### config.mk
export PLATFORM = sky130hd
export DESIGN_NAME = lpf_rgb_stream_packer
export DESIGN_NICKNAME = d
export VERILOG_FILES = /design/src/rtl/lpf_stream_pkg.sv /design/src/rtl/sync_fifo.sv /design/src/rtl/lpf_rgb_stream_packer.sv
export SDC_FILE = /design/constraint.sdc
export NUM_CORES = 1
export LEC_CHECK = 0
export ABC_CLOCK_PERIOD_IN_PS = 4000
export BUFFER_PORTS_ARGS = -buffer_cell sky130_fd_sc_hd__buf_2
export CELL_PAD_IN_SITES_DETAIL_PLACEMENT = 0
export CELL_PAD_IN_SITES_GLOBAL_PLACEMENT = 1
export CORE_AREA = 4 4 254 256
export DETAILED_ROUTE_END_ITERATION = 16
export DIE_AREA = 0 0 258 260
export PLACE_DENSITY_LB_ADDON = 0.1
export SYNTH_ARGS = -nofsm -noshare
export SYNTH_HDL_FRONTEND = slang
export SYNTH_SLANG_ARGS = --single-unit
### constraint.sdc
create_clock -name clk -period 4 [get_ports clk]
set_input_delay 0.4 -clock clk [delete_from_list [all_inputs] [get_ports clk]]
set_output_delay 0.4 -clock clk [all_outputs]
set_load 0.01 [all_outputs]
### src/rtl/lpf_stream_pkg.sv
// Shared types for the RGB stream packer: pixel sideband, FIFO word and frame FSM states.
package lpf_stream_pkg;

    typedef struct packed {
        logic sol;
        logic eol;
        logic sof;
        logic eof;
    } pix_flags_t;

    typedef struct packed {
        logic [23:0] data;
        pix_flags_t  flags;
    } fifo_word_t;

    typedef enum logic [1:0] {
        IDLE    = 2'd0,
        IN_LINE = 2'd1,
        GAP     = 2'd2
    } frame_state_e;

    localparam int FIFO_W = $bits(fifo_word_t);

endpackage

### src/rtl/sync_fifo.sv
// Single-clock FIFO; a push into a full FIFO is taken when a pop happens in the same cycle.
module sync_fifo #(
    parameter int W     = 28,
    parameter int DEPTH = 16
) (
    input  logic         clk,
    input  logic         reset_n,
    input  logic         push,
    input  logic         pop,
    input  logic [W-1:0] wdata,
    output logic [W-1:0] rdata,
    output logic         full,
    output logic         empty
);
    localparam int AW = $clog2(DEPTH);

    logic [W-1:0]  mem [DEPTH];
    logic [AW-1:0] wr_ptr, rd_ptr;
    logic [AW:0]   count;
    logic          do_push, do_pop;

    assign empty   = (count == '0);
    assign full    = (count == (AW+1)'(DEPTH));
    assign do_pop  = pop && !empty;
    assign do_push = push && (!full || do_pop);
    assign rdata   = mem[rd_ptr];

    always_ff @(posedge clk or negedge reset_n) begin
        if (!reset_n) begin
            wr_ptr <= '0;
            rd_ptr <= '0;
            count  <= '0;
        end else begin
            if (do_push) wr_ptr <= wr_ptr + 1'b1;
            if (do_pop)  rd_ptr <= rd_ptr + 1'b1;
            count <= count + (AW+1)'(do_push) - (AW+1)'(do_pop);
        end
    end

    always_ff @(posedge clk) begin
        if (do_push) mem[wr_ptr] <= wdata;
    end

endmodule

### src/rtl/lpf_rgb_stream_packer.sv
// Scales filter channels to 8 bits, packs RGB with framing sideband into a FIFO,
// and tracks frame/line structure with sticky overflow and protocol-error status.
module lpf_rgb_stream_packer
    import lpf_stream_pkg::*;
#(
    parameter int CH_W       = 24,
    parameter int SHIFT      = 0,
    parameter int FIFO_DEPTH = 16,
    parameter int CNT_W      = 16
) (
    input  logic             clk,
    input  logic             reset_n,
    input  logic             pixel_valid_in,
    input  logic             soc_in,
    input  logic             eoc_in,
    input  logic             solf_in,
    input  logic             eolf_in,
    input  logic [CH_W-1:0]  pixel_in_red,
    input  logic [CH_W-1:0]  pixel_in_green,
    input  logic [CH_W-1:0]  pixel_in_blue,
    output logic             out_valid,
    input  logic             out_ready,
    output logic [23:0]      out_data,
    output logic             out_sol,
    output logic             out_eol,
    output logic             out_sof,
    output logic             out_eof,
    output logic [CNT_W-1:0] line_count,
    output logic [CNT_W-1:0] last_line_len,
    output logic             frame_done,
    output logic             overflow,
    output logic             protocol_error,
    input  logic             clear_status
);
    function automatic logic [CNT_W-1:0] sat_inc(input logic [CNT_W-1:0] v);
        return (&v) ? v : v + 1'b1;
    endfunction

    logic [2:0][CH_W-1:0] chan;
    logic [2:0][7:0]      ch8, s1_ch8;
    logic                 s1_vld, s1_soc, s1_eoc, s1_solf, s1_eolf;

    assign chan = {pixel_in_red, pixel_in_green, pixel_in_blue};

    for (genvar c = 0; c < 3; c++) begin : g_ch
        logic [CH_W-1:0] sh;
        assign sh     = chan[c] >> SHIFT;
        assign ch8[c] = (|sh[CH_W-1:8]) ? 8'hFF : sh[7:0];
    end

    // Flags are masked by valid so idle cycles never look like framing events.
    always_ff @(posedge clk or negedge reset_n) begin
        if (!reset_n) begin
            s1_vld  <= 1'b0;
            s1_ch8  <= '0;
            s1_soc  <= 1'b0;
            s1_eoc  <= 1'b0;
            s1_solf <= 1'b0;
            s1_eolf <= 1'b0;
        end else begin
            s1_vld  <= pixel_valid_in;
            s1_ch8  <= ch8;
            s1_soc  <= pixel_valid_in & soc_in;
            s1_eoc  <= pixel_valid_in & eoc_in;
            s1_solf <= pixel_valid_in & solf_in;
            s1_eolf <= pixel_valid_in & eolf_in;
        end
    end

    frame_state_e     state, state_nx;
    logic [CNT_W-1:0] pix_cnt, cnt_nx, lc_nx, lll_nx;
    logic             accept, restart, force_sol, err_evt, fd_nx, ovf_evt;
    logic             pop, fifo_full, fifo_empty;
    fifo_word_t       wword, rword;

    always_comb begin
        state_nx  = state;
        cnt_nx    = pix_cnt;
        lc_nx     = line_count;
        lll_nx    = last_line_len;
        accept    = 1'b0;
        restart   = 1'b0;
        force_sol = 1'b0;
        err_evt   = 1'b0;
        fd_nx     = 1'b0;
        if (s1_vld) begin
            accept = 1'b1;
            case (state)
                IDLE: begin
                    if (!s1_solf) begin
                        accept  = 1'b0;
                        err_evt = 1'b1;
                    end else begin
                        err_evt   = !s1_soc;
                        restart   = 1'b1;
                        force_sol = 1'b1;
                        lc_nx     = '0;
                    end
                end
                GAP: begin
                    restart   = 1'b1;
                    force_sol = 1'b1;
                    err_evt   = !s1_soc || s1_solf;
                    if (s1_solf) lc_nx = '0;
                end
                default: begin
                    if (s1_soc || s1_solf) begin
                        err_evt = 1'b1;
                        restart = 1'b1;
                    end
                    if (s1_solf) lc_nx = '0;
                end
            endcase
            if (accept) begin
                cnt_nx   = restart ? CNT_W'(1) : sat_inc(pix_cnt);
                state_nx = IN_LINE;
                if (s1_eoc) begin
                    lll_nx   = cnt_nx;
                    lc_nx    = sat_inc(lc_nx);
                    state_nx = GAP;
                end
                if (s1_eolf) begin
                    state_nx = IDLE;
                    fd_nx    = 1'b1;
                end
            end
        end
    end

    assign pop     = out_valid && out_ready;
    assign ovf_evt = accept && fifo_full && !pop;

    always_ff @(posedge clk or negedge reset_n) begin
        if (!reset_n) begin
            state          <= IDLE;
            pix_cnt        <= '0;
            line_count     <= '0;
            last_line_len  <= '0;
            frame_done     <= 1'b0;
            overflow       <= 1'b0;
            protocol_error <= 1'b0;
        end else begin
            state          <= state_nx;
            pix_cnt        <= cnt_nx;
            line_count     <= lc_nx;
            last_line_len  <= lll_nx;
            frame_done     <= fd_nx;
            overflow       <= ovf_evt ? 1'b1 : (clear_status ? 1'b0 : overflow);
            protocol_error <= err_evt ? 1'b1 : (clear_status ? 1'b0 : protocol_error);
        end
    end

    assign wword.data       = s1_ch8;
    assign wword.flags.sol  = s1_soc | force_sol;
    assign wword.flags.eol  = s1_eoc;
    assign wword.flags.sof  = s1_solf;
    assign wword.flags.eof  = s1_eolf;

    sync_fifo #(.W(FIFO_W), .DEPTH(FIFO_DEPTH)) u_fifo (
        .clk     (clk),
        .reset_n (reset_n),
        .push    (accept),
        .pop     (pop),
        .wdata   (wword),
        .rdata   (rword),
        .full    (fifo_full),
        .empty   (fifo_empty)
    );

    // Head fields are forced to zero while empty so stale RAM never leaks out.
    assign out_valid = !fifo_empty;
    assign out_data  = out_valid ? rword.data      : '0;
    assign out_sol   = out_valid & rword.flags.sol;
    assign out_eol   = out_valid & rword.flags.eol;
    assign out_sof   = out_valid & rword.flags.sof;
    assign out_eof   = out_valid & rword.flags.eof;

endmodule
**Word-level counts from Yosys, hierarchy flattened**

Memory sizes are Yosys's and may differ from the RTL's.
Cells that the tools add are included.

- Equality and inequality tests: 2
- Add/subtract/negate cells: 6
- Bitwise operators: 9
- Muxes and demuxes: 33
- Shift operators: 0
- Reduce and logical (&&, ||, !) cells: 23
- Divide/modulo/power cells: 0
- Multipliers: 0
- Magnitude comparators: 0

Operators with widths:

| operator | count |
|---|---|
| $mux 16 | 7 |
| $reduce_or 16->1 | 3 |
| $add 16x1->16 const B | 2 |
| $reduce_and 16->1 | 2 |
| $mux 24 | 1 |
| $mux 8 | 3 |
| $mux 1 | 17 |
| $add 4x1->4 const B | 2 |
| $and 1x1->1 | 8 |
| $pmux 1 s2 | 3 |
| $add 5x1->5 | 1 |
| $eq 5x5->1 const B | 1 |
| $logic_and 1x1->1 | 5 |
| $logic_not 5->1 | 1 |
| $sub 5x1->5 | 1 |
| $logic_not 1->1 | 4 |
| $mux 2 | 2 |
| $reduce_bool 2->1 | 2 |
| $logic_or 1x1->1 | 3 |
| $reduce_and 3->1 | 1 |
| $eq 2x2->1 const B | 1 |
| $logic_not 2->1 | 1 |
| $reduce_and 2->1 | 1 |
| $or 1x1->1 | 1 |

- Word-level logic and storage cells: 92
- Input bits: 81
- Output and inout bits: 64
- Flip-flop bits (word level): 95
- Latch bits: 0
- Memory bits (read-only): 0
- Memory bits (writable): 448
- Memories kept: 1

Memories:

| memory | depth | width | rd ports | clocked after Yosys merged registers in | write ports | line | text |
|---|---|---|---|---|---|---|---|
| u_fifo.mem | 16 | 28 | 1 | 0 | 1 | sync_fifo.sv:17 | `logic [W-1:0] mem [DEPTH];` |

**Logic depth before layout (Yosys ltp)**

Gate-level depths: netlist of the first run.

- Depth after elaboration: 8
- Mapped depth: 15

**Modules after synthesis**

Synthesis of the first run repeated with hierarchy kept, for this count alone.

- Cell total of the unflattened synthesis: 1307
- Area total of the unflattened synthesis: 21928.5 um2

Modules (own cells, without submodules):

| module | instances | cells each | area an instance (um2) |
|---|---|---|---|
| sync_fifo | 1 | 890 | 17878.4 |
| lpf_rgb_stream_packer | 1 | 417 | 4050.1 |

**Worst setup path before layout of the first run**

No wires, ideal clock.

- Path kind: register -> register
- From: reg s1_solf
- To: mem u_fifo.mem[3][0], enable pin
- Path buffers: 0
- Setup time: 448 ps
- Cell stages (with the launch flop): 6
- Required time: 3552 ps
- Arrival time: 3387 ps
- Period minus slack after synthesis: 3835 ps
- Path slack: 165 ps
- Cells stage by stage: dfrtp_1 > or3_1 > nand2_1 > nor2_2 > nand2_1 > nor3_1

- Cells in the longest elaborated chain, start to end: 7

Ends and longest elaborated chain:

| item | line | text |
|---|---|---|
| start: declaration | lpf_rgb_stream_packer.sv:41 | `logic s1_vld, s1_soc, s1_eoc, s1_solf, s1_eolf;` |
| start signal: assignment | lpf_rgb_stream_packer.sv:65 | `s1_solf <= pixel_valid_in & solf_in;` |
| $mux 1 | lpf_rgb_stream_packer.sv:90 | `if (!s1_solf) begin` |
| $mux 1 | lpf_rgb_stream_packer.sv:88 | `case (state)` |
| $mux 1 (2 in series) | lpf_rgb_stream_packer.sv:86 | `if (s1_vld) begin` |
| $logic_and 1x1->1 | sync_fifo.sv:25 | `assign do_push = push && (!full \|\| do_pop);` |
| named net u_fifo.do_push | sync_fifo.sv:20 | `logic do_push, do_pop;` |
| $mux 1 | sync_fifo.sv:41 | `if (do_push) mem[wr_ptr] <= wdata;` |
| $mux 1 (implied by the code) | sync_fifo.sv:41 |  |
| end: declaration | sync_fifo.sv:17 |  |

The timed path passes the listed nets, and every way through them passes these cells. The select of a mux whose other input is x is not followed.

**Worst setup path after layout of the first run**

- From: reg u_fifo.count[2]
- To: out out_data[23]

- Cells in the longest elaborated chain, start to end: 2

Ends and longest elaborated chain:

| item | line | text |
|---|---|---|
| start: declaration | sync_fifo.sv:19 | `logic [AW:0] count;` |
| start signal: assignment | sync_fifo.sv:36 | `count <= count + (AW+1)'(do_push) - (AW+1)'(do_pop);` |
| $logic_not 5->1 | sync_fifo.sv:22 | `assign empty = (count == '0);` |
| $mux 24 | lpf_rgb_stream_packer.sv:172 | `assign out_data = out_valid ? rword.data : '0;` |
| end: declaration | lpf_rgb_stream_packer.sv:23 | `output logic [23:0] out_data,` |

No other way between the ends.

==> results.py, run 1 <==
metrics = {
    "clock_network": {
        "clock_sinks": 543,
        "cts_tree": "yes",
        "cts_resized": 0,
        "clk_path_buf_depth": 3,
        "root_buffer": "clkbuf_16",
        "cts_buffers": 58,
        "clkTransAtPathRegs_ps": 60,
        "htreeDepth": 2,
        "post_cts_buffers": 0,
        "hold_buffers": 28,
        "clk_latency_ps": 620,
    },
    "timing": {
        "setup_viol": 0,
        "report.final.slew_viol_count": 0,
        "slew_headroom": 0.244,
        "timing.fmax_ghz": 0.268,
        "layout_setup_ws_ps": 271,
        "skew_ps": 21.5,
        "rsz0062_at_grt": "no",
        "setup_tns_ps": 0,
        "finalHoldViolCount": 0,
        "period_share": 0.932,
        "worst_pin_slew_ps": 1130,
        "layout_min_cycle_time_ps": 3730,
    },
    "flow_run": {
        "drv_cap": 0,
    },
    "route": {
        "drt_iter0_markers": 621,
        "wl_per_cell_um": 23.2,
        "wirelength_mm": 52.6,
        "vias_per_cell": 4.96,
        "num_vias": 11200,
        "ant_nets": 0,
        "dr.pass1.iters": 5,
        "route.detailed.drc": 0,
    },
    "setup_path": {
        "worstPathCellList": "inv_1 > ha_1 > or3b_1 > or2_2 > nand2b_2 > o22ai_1 > buf_2",
        "critPathTopFamily": "simple AND/OR/NAND/NOR gates",
        "crit_path_start_kind": "flip-flop",
        "timing.critical_path.buf_inv": 2,
        "slowest_stage": "nand2b_2",
        "required_ps": 3600,
        "max_stage_delay_ps": 810,
        "critPathKind": "reg2out",
        "crit_arrival_ps": 3330,
        "crit_path_end_kind": "output pin",
        "path_max_fanout": 28,
    },
    "cells_and_area": {
        "diodes": 0,
        "layout-drive-gt1-share": 0.310,
        "area_growth_pct": 19.9,
        "nets": 1468,
        "nFillCells": 5636,
    },
    "global_routing": {
        "grt_pass1_wl_mm": 79.9,
        "grt_max_degree": 54,
        "grt_overflow": 0,
        "grt_pass1_vias": 12200,
        "grt_usage": 0.158,
        "antenna_found_initial": 1,
    },
    "logic_synthesis": {
        "synth.largest_area_cell": "edfxtp_1",
        "synth_cells": 1157,
        "synth-xor-area-share": 0.0134,
        "synth_area_um2": 21500,
        "synthArstFlopShare": 0.175,
        "ys.warnings.count": 0,
        "synth_top_family_by_area": "multiplexers",
        "synth_compound_area_frac": 0.0328,
        "syn-num-nets": 1251,
        "synth_area_leaders": "edfxtp_1 62%, mux4_2 12%, dfrtp_1 11%, mux2i_1 2.6%, nand2_1 0.98%",
        "synthMuxAreaShare": 0.144,
        "syn-mean-instance-area_um2": 18.6,
        "ys_ff_latch": 543,
        "synth_cell_types": 58,
        "synth_top_area_share": 0.625,
        "synthAdderAreaFrac": 0.00790,
        "ys.flop_type": "edfxtp_1",
        "yosys.area_share.simple": 0.0514,
        "synth_edf_count": 448,
        "yosysSeqAreaShare": 0.735,
    },
    "pwr": {
        "peakVddDrop_v": 0.000321,
        "power.density_nw_per_um2": 590,
        "power.leakage_nw": 7.40,
    },
    "floorplan": {
        "row_count": 92,
        "dieArea_um2": 67100,
        "design.core.area_um2": 62500,
        "die_w_um": 258,
        "initial_core_util": 0.345,
        "die_y_um": 260,
        "ioPinCount": 145,
    },
    "place": {
        "gp_congestion": 0.720,
        "io_buffers": 144,
        "dpl.hpwl_mm": 31.2,
        "pre_cts_ws_ps": 857,
    },
    "status": {
        "status": "complete, no violations",
    },
    "worst_hold_path": {
        "worstHoldPathType": "in2reg",
    },
}
routing by layer:
layer / wire (um) / track usage
met1: 23800 / 0.217
met2: 25900 / 0.266
met3: 2040 / 0.0291
met4: 898 / 0.0342
met5: 0 / 0
report_power, final:
part | switching, W | internal (W) | total, W
Clock | 0.00221 | 0.00314 | 0.00535
Sequential | 0.000366 | 0.00635 | 0.00672
Combinational | 0.00185 | 0.00131 | 0.00316
Total | 0.00442 | 0.0108 | 0.0152
worst paths after layout:
path	from	endpoint	slack (ps)	depth (start not counted)
setup / recovery	u_fifo.count[2]$_DFF_PN0_	out_data[23]	270	7
min in group asynchronous	reset_n	line_count[2]$_DFFE_PN0P_	390	2
hold reg to reg	last_line_len[12]$_DFFE_PN0P_	last_line_len[12]$_DFFE_PN0P_	470	2
setup reg to reg	state[1]$_DFFE_PN0P_	u_fifo.mem[11][7]$_DFFE_PP_	1090	6
hold / removal	pixel_in_red[7]	s1_ch8[23]$_DFF_PN0_	30	2
max in group asynchronous	reset_n	s1_ch8[4]$_DFF_PN0_	2680	3
cells in the mapped netlist, drive strengths merged, types with 6 or more instances:
cell and number:
a21oi 19, a31oi 7, and2 7, buf 33
clkbuf 24, dfrtp 95, edfxtp 448, ha 12
inv 19, mux2i 57, mux4 112, nand2 58
nand3 13, nand4 14, nor2 36, nor3 12
nor4 16, o21ai 32, o22ai 28, o31ai 6
or2 28, xnor2 19, xor2 14
registers in the layout, summed over array words and instances, names as in the netlist, 2 cells and up:
register	cells
last_line_len	16
line_count	16
pix_cnt	16
s1_ch8	24
state	2
u_fifo.count	5
u_fifo.mem	448
u_fifo.rd_ptr	4
u_fifo.wr_ptr	4
final cells by class:
| class | count | area, um^2 | area share |
|---|---|---|---|
| clock buffers | 69 | 1510 | 0.0586 |
| clock inverters | 36 | 373 | 0.0144 |
| inverters | 19 | 71.3 | 0.00276 |
| multi-input cells | 538 | 5490 | 0.213 |
| flip-flops and latches | 543 | 15800 | 0.614 |
| well taps | 846 | 1060 | 0.0410 |
| repair buffers | 214 | 1470 | 0.0569 |
cell families (layout without fill, tap and decap cells):
group                      after synthesis  in the layout
DFF                                    543            543
and+or+nand+nor                        210            210
muxes                                  170            170
AOI/OAI and AO/OA                      112            112
buffers and inverters                   76            338
xor gates and xnor gates                33             33
adders and majority gates               13             13
worst reg2reg max path, stage by stage, from the launching register on:
cell and delay (ps):
dfrtp_1 430, or3_1 200, nand2_1 270, nor2_2 410
nand2_1 330, nor2_4 610, buf_4 340
per-stage QoR:
stage                     power [W]  cell area (um^2)  std cells   util  hold WS (ps)
after floorplan             0.00874             21500       1157      -           104
after global placement       0.0101             23700       2132  0.378           452
after detailed placement     0.0101             23700       2132  0.378           460
after CTS                    0.0155             25800       2265  0.413          10.1
after global routing         0.0160             25800       2265  0.413          9.90
final                        0.0152             25800       2265  0.413          34.7
cells in the final DEF (no fill, tap or decap), types with 13 or more instances in the layout:
cell type,count
dlygate4sd3_1,28
mux4_2,112
buf_4,31
nand2_1,56
o21ai_0,29
or2_2,27
dfrtp_1,92
mux2i_1,57
a21oi_1,19
clkbuf_16,59
buf_2,143
xnor2_1,19
nor4_1,16
o22ai_1,28
nand3_1,13
inv_1,19
edfxtp_1,448
nor2_1,23
xor2_1,14
Note: power is estimated with default switching activity, not from simulation.
==> run 2: changes to the inputs <==
==> constraint.sdc (replaced) <==
create_clock -name clk -period 4 [get_ports clk]
set_input_delay 0.4 -clock clk [delete_from_list [all_inputs] [get_ports clk]]
set_output_delay 0.4 -clock clk [all_outputs]
set_load 0.05 [all_outputs]
==> results.py, run 2 (same netlist as run 1, synthesis figures left out) <==
metrics = {
    "timing": {
        "worst_pin_slew_ps": 918,
        "finalHoldViolCount": 0,
        "skew_ps": 23.8,
        "timing.fmax_ghz": 0.283,
        "rsz0062_at_grt": "no",
        "period_share": 0.884,
        "setup_tns_ps": 0,
        "report.final.slew_viol_count": 0,
        "layout_min_cycle_time_ps": 3530,
        "slew_headroom": 0.386,
        "setup_viol": 0,
    },
    "route": {
        "num_vias": 11200,
        "wl_met2_mm": 26.5,
        "wl_met1_mm": 22.8,
        "vias_per_cell": 4.93,
        "top_layer": "met4",
        "wl_met3_mm": 2.32,
        "ant_nets": 0,
        "wirelength_mm": 52.4,
        "route.detailed.drc": 0,
        "wl_per_cell_um": 23.1,
        "drt_iter0_markers": 664,
        "dr.pass1.iters": 4,
    },
    "floorplan": {
        "row_count": 92,
        "initial_core_util": 0.345,
        "die_w_um": 258,
        "design.core.area_um2": 62500,
        "die_y_um": 260,
        "dieArea_um2": 67100,
        "ioPinCount": 145,
    },
    "clock_network": {
        "cts_resized": 0,
        "htreeDepth": 2,
        "clock_sinks": 543,
        "cts_buffers": 59,
        "clkTransAtPathRegs_ps": 60,
        "cts_tree": "yes",
        "clk_latency_ps": 610,
        "root_buffer": "clkbuf_16",
        "clk_path_buf_depth": 3,
    },
    "cells_and_area": {
        "area_growth_pct": 20.3,
        "regMostFlops": "u_fifo.mem",
        "nFillCells": 5592,
        "stdcell_count": 2269,
        "top_regs": "u_fifo.mem x448, s1_ch8 x24",
        "largest_register_ffs": 448,
        "nets": 1469,
        "fin_util": 0.415,
        "layout_common_cells": "448 x edfxtp_1, 143 x buf_2, 112 x mux4_2, 92 x dfrtp_1, 59 x clkbuf_16",
        "final_common_cell": "edfxtp_1",
        "diodes": 0,
        "layout-drive-gt1-share": 0.311,
    },
    "setup_path": {
        "path_max_fanout": 28,
        "crit_path_end_kind": "output pin",
        "max_stage_delay_ps": 680,
        "r2r-start": "u_fifo.count[2]$_DFF_PN0_",
        "startpoint": "u_fifo.count[3]$_DFF_PN0_",
        "slowest_stage": "nand2_2",
        "crit_path_start_kind": "flip-flop",
        "worstPathCellList": "inv_1 > ha_1 > or3b_1 > or2_2 > nand2_2 > o22ai_1 > buf_2",
        "critPathKind": "reg2out",
        "required_ps": 3600,
        "crit_arrival_ps": 3130,
    },
    "place": {
        "placed_cells": 2134,
        "io_buffers": 144,
        "dpl.hpwl_mm": 31.3,
        "gp_congestion": 0.737,
    },
    "global_routing": {
        "grt_pass1_wl_mm": 78.6,
        "grt_max_degree": 65,
        "grt_usage": 0.156,
        "antenna_found_initial": 0,
        "grt_overflow": 0,
        "grt_pass1_vias": 12000,
    },
    "pwr": {
        "power.leakage_nw": 7.44,
        "total_power_w": 0.0160,
        "power.density_nw_per_um2": 618,
        "peakVddDrop_v": 0.000361,
    },
    "status": {
        "status": "complete, no violations",
    },
    "worst_hold_path": {
        "worstHoldPathType": "in2reg",
        "hold_start": "pixel_in_red[4]",
    },
    "flow_run": {
        "drv_cap": 0,
    },
}
==> run 2: final timing paths <==
kind                                                end  slack [ps]  cells after the start
max                                        out_data[15]         470                      7
max reg2reg                 u_fifo.mem[10][5]$_DFFE_PP_        1250                      8
min                                s1_ch8[20]$_DFF_PN0_          40                      2
max in group asynchronous           s1_ch8[9]$_DFF_PN0_        2610                      3
min in group asynchronous    line_count[13]$_DFFE_PN0P_         450                      2
min reg2reg                last_line_len[5]$_DFFE_PN0P_         480                      2
==> run 2: what timing repair did <==
item,CTS,global route
setup endpoints to repair,0,0
hold buffers,25,1
setup buffers,0,0
hold endpoints to repair,86,1
==> run 2: per-stage QoR <==
stage                     area, um^2  worst slack (ps)  hold slack [ps]
after floorplan                21500               165              104
after global routing           25900               252             7.86
after CTS                      25900               343             3.19
after detailed placement       23700              1010              459
final                          25900               466             37.0
after global placement         23700              1020              456
==> run 2: layer usage <==
metal  track usage  up-vias
met5             0        -
met4        0.0289        0
met3        0.0317       61
met2         0.268      217
met1         0.209     5847
li1              -     5067
==> run 2: worst max-delay path, delay by kind of cell (launching register included) <==
| kind | cells | cell delay [ps] |
|---|---|---|
| compound gates | 1 | 230 |
| fa+ha+maj | 1 | 130 |
| buf+inv | 2 | 370 |
| flops | 1 | 390 |
| simple gates | 3 | 1380 |
==> run 2: report_power, final <==
group / switching (W) / total (W) / internal [W]
Sequential: 0.000370 / 0.00672 / 0.00635
Clock: 0.00220 / 0.00549 / 0.00330
Combinational: 0.00246 / 0.00380 / 0.00134
==> run 2: layout make-up <==
| type | instances | area (um^2) | share of cell area |
|---|---|---|---|
| Clock buffer | 76 | 1580 | 0.0610 |
| Clock inverter | 33 | 383 | 0.0148 |
| Tap cell | 846 | 1060 | 0.0408 |
| Timing Repair Buffer | 214 | 1490 | 0.0574 |
| Sequential cell | 543 | 15800 | 0.611 |
| Inverter | 19 | 71.3 | 0.00275 |
| Multi-Input combinational cell | 538 | 5490 | 0.212 |
==> run 3: changes to the inputs <==
CAP_MARGIN = 10   (was unset)
PLACE_DENSITY = 0.61   (was unset)
PLACE_DENSITY_LB_ADDON = unset   (was 0.1)
==> results.py, run 3 (same netlist as run 1, synthesis figures left out) <==
metrics = {
    "status": {
        "status": "complete, no violations",
    },
    "route": {
        "wl_per_cell_um": 22.4,
        "dr.pass1.iters": 5,
        "num_vias": 11300,
        "ant_nets": 0,
        "route.detailed.drc": 0,
        "drt_iter0_markers": 666,
        "wirelength_mm": 50.8,
        "vias_per_cell": 4.98,
    },
    "setup_path": {
        "critPathKind": "reg2out",
        "worstPathCellList": "inv_1 > ha_1 > or3b_1 > or2_2 > nand2_2 > buf_4 > o22ai_1 > buf_2",
        "max_stage_delay_ps": 410,
        "crit_arrival_ps": 3050,
        "worstRegToRegCells": 8,
        "crit_path_start_kind": "flip-flop",
        "crit_path_end_kind": "output pin",
        "regToRegSetupSlack_ps": 1240,
        "slowest_stage": "nand2_2",
        "rr_endpoint": "u_fifo.mem[8][19]$_DFFE_PP_",
        "r2r-start": "u_fifo.count[2]$_DFF_PN0_",
        "critPathTopFamily": "simple AND/OR/NAND/NOR gates",
        "required_ps": 3600,
        "timing.critical_path.buf_inv": 3,
        "path_max_fanout": 12,
    },
    "timing": {
        "slew_headroom": 0.501,
        "report.final.slew_viol_count": 0,
        "worst_pin_slew_ps": 748,
        "rsz0062_at_grt": "no",
        "setup_tns_ps": 0,
        "skew_ps": 22.7,
        "layout_min_cycle_time_ps": 3450,
        "timing.fmax_ghz": 0.290,
        "layout_setup_ws_ps": 551,
        "finalHoldViolCount": 0,
        "setup_viol": 0,
        "period_share": 0.862,
    },
    "floorplan": {
        "initial_core_util": 0.345,
        "die_w_um": 258,
        "design.core.area_um2": 62500,
        "row_count": 92,
        "ioPinCount": 145,
        "dieArea_um2": 67100,
        "die_y_um": 260,
    },
    "cells_and_area": {
        "top_regs": "u_fifo.mem x448, s1_ch8 x24",
        "nFillCells": 5593,
        "layout_common_cells": "448 x edfxtp_1, 143 x buf_2, 112 x mux4_2, 92 x dfrtp_1",
        "final_common_cell": "edfxtp_1",
        "largest_register_ffs": 448,
        "diodes": 0,
        "fin_util": 0.412,
        "area_growth_pct": 19.5,
        "layout-drive-gt1-share": 0.313,
        "regMostFlops": "u_fifo.mem",
        "nets": 1466,
        "multi_input_area_um2": 5490,
        "regArea_um2": 15800,
    },
    "place": {
        "io_buffers": 144,
        "pre_cts_ws_ps": 1120,
        "gp_congestion": 0.753,
        "dpl.hpwl_mm": 31.7,
    },
    "clock_network": {
        "cts_buffers": 57,
        "clk_path_buf_depth": 3,
        "root_buffer": "clkbuf_16",
        "clk_latency_ps": 620,
        "clkTransAtPathRegs_ps": 60,
        "post_cts_buffers": 0,
        "cts_resized": 0,
        "hold_buffers": 29,
        "htreeDepth": 2,
        "cts_tree": "yes",
        "clock_sinks": 543,
    },
    "worst_hold_path": {
        "hold_start": "solf_in",
        "worstHoldPathType": "in2reg",
        "worstHoldPathCells": 2,
        "worstHoldEndpoint": "s1_solf$_DFF_PN0_",
    },
    "global_routing": {
        "grt_pass1_wl_mm": 77.2,
        "grt_overflow": 0,
        "grt_pass1_vias": 12200,
        "grt_usage": 0.152,
        "antenna_found_initial": 0,
        "grt_max_degree": 51,
    },
    "flow_run": {
        "drv_cap": 0,
    },
    "pwr": {
        "power.leakage_nw": 7.38,
        "power.density_nw_per_um2": 613,
        "peakVddDrop_v": 0.000386,
    },
}
==> run 3: metal layers <==
layer,wire (um),track usage,part of all wire,vias up
met1,22100,0.202,0.43,5924
li1,-,-,-,5058
met3,2390,0.0279,0.047,60
met2,25600,0.263,0.50,254
met4,840,0.0345,0.017,0
met5,0,0,0,-
==> run 3: layout make-up <==
type / instances / share of cell area
Clock buffer: 74 / 0.0606
Multi-Input combinational cell: 538 / 0.213
Timing Repair Buffer: 213 / 0.0540
Sequential cell: 543 / 0.615
Inverter: 19 / 0.00277
Clock inverter: 34 / 0.0128
Tap cell: 846 / 0.0411
==> run 3: report_power, final <==
group / total, W / switching [W] / leakage [nW] / internal [W]
Combinational: 0.00378 / 0.00246 / 2.56 / 0.00132
Clock: 0.00529 / 0.00220 / 0.924 / 0.00308
Sequential: 0.00672 / 0.000370 / 3.89 / 0.00635
Total: 0.0158 / 0.00504 / 7.38 / 0.0107
==> run 3: worst max path at each step <==
stage                     cells after the start                    endpoint                 startpoint  slack, ps
after global placement                        8                out_data[18]  u_fifo.count[2]$_DFF_PN0_       1150
after detailed placement                      8                out_data[18]  u_fifo.count[2]$_DFF_PN0_       1120
after floorplan                               5  u_fifo.mem[3][0]$_DFFE_PP_          s1_solf$_DFF_PN0_        160
final                                         8                out_data[18]  u_fifo.count[2]$_DFF_PN0_        550
after global routing                          8                out_data[18]  u_fifo.count[2]$_DFF_PN0_        340
after CTS                                     8                out_data[18]  u_fifo.count[2]$_DFF_PN0_        440
==> run 3: worst reg2reg max path, stage by stage (launching register included) <==
cell and delay, ps:
dfrtp_1 360, inv_1 70, ha_1 200, or3b_1 170
nor3b_1 70, nor2_2 320, nand2_1 340, nor2_4 470
buf_4 400
==> run 3: through the flow <==
step	area, um^2	std cells	hold slack [ps]	power, W
6_report	25700	2267	80.0	0.0158
3_5_place_dp	23600	2130	456	0.0107
3_3_place_gp	23600	2130	451	0.0107
2_1_floorplan	21500	1157	104	0.00940
5_1_grt	25700	2267	48.7	0.0165
4_1_cts	25700	2267	40.1	0.0161
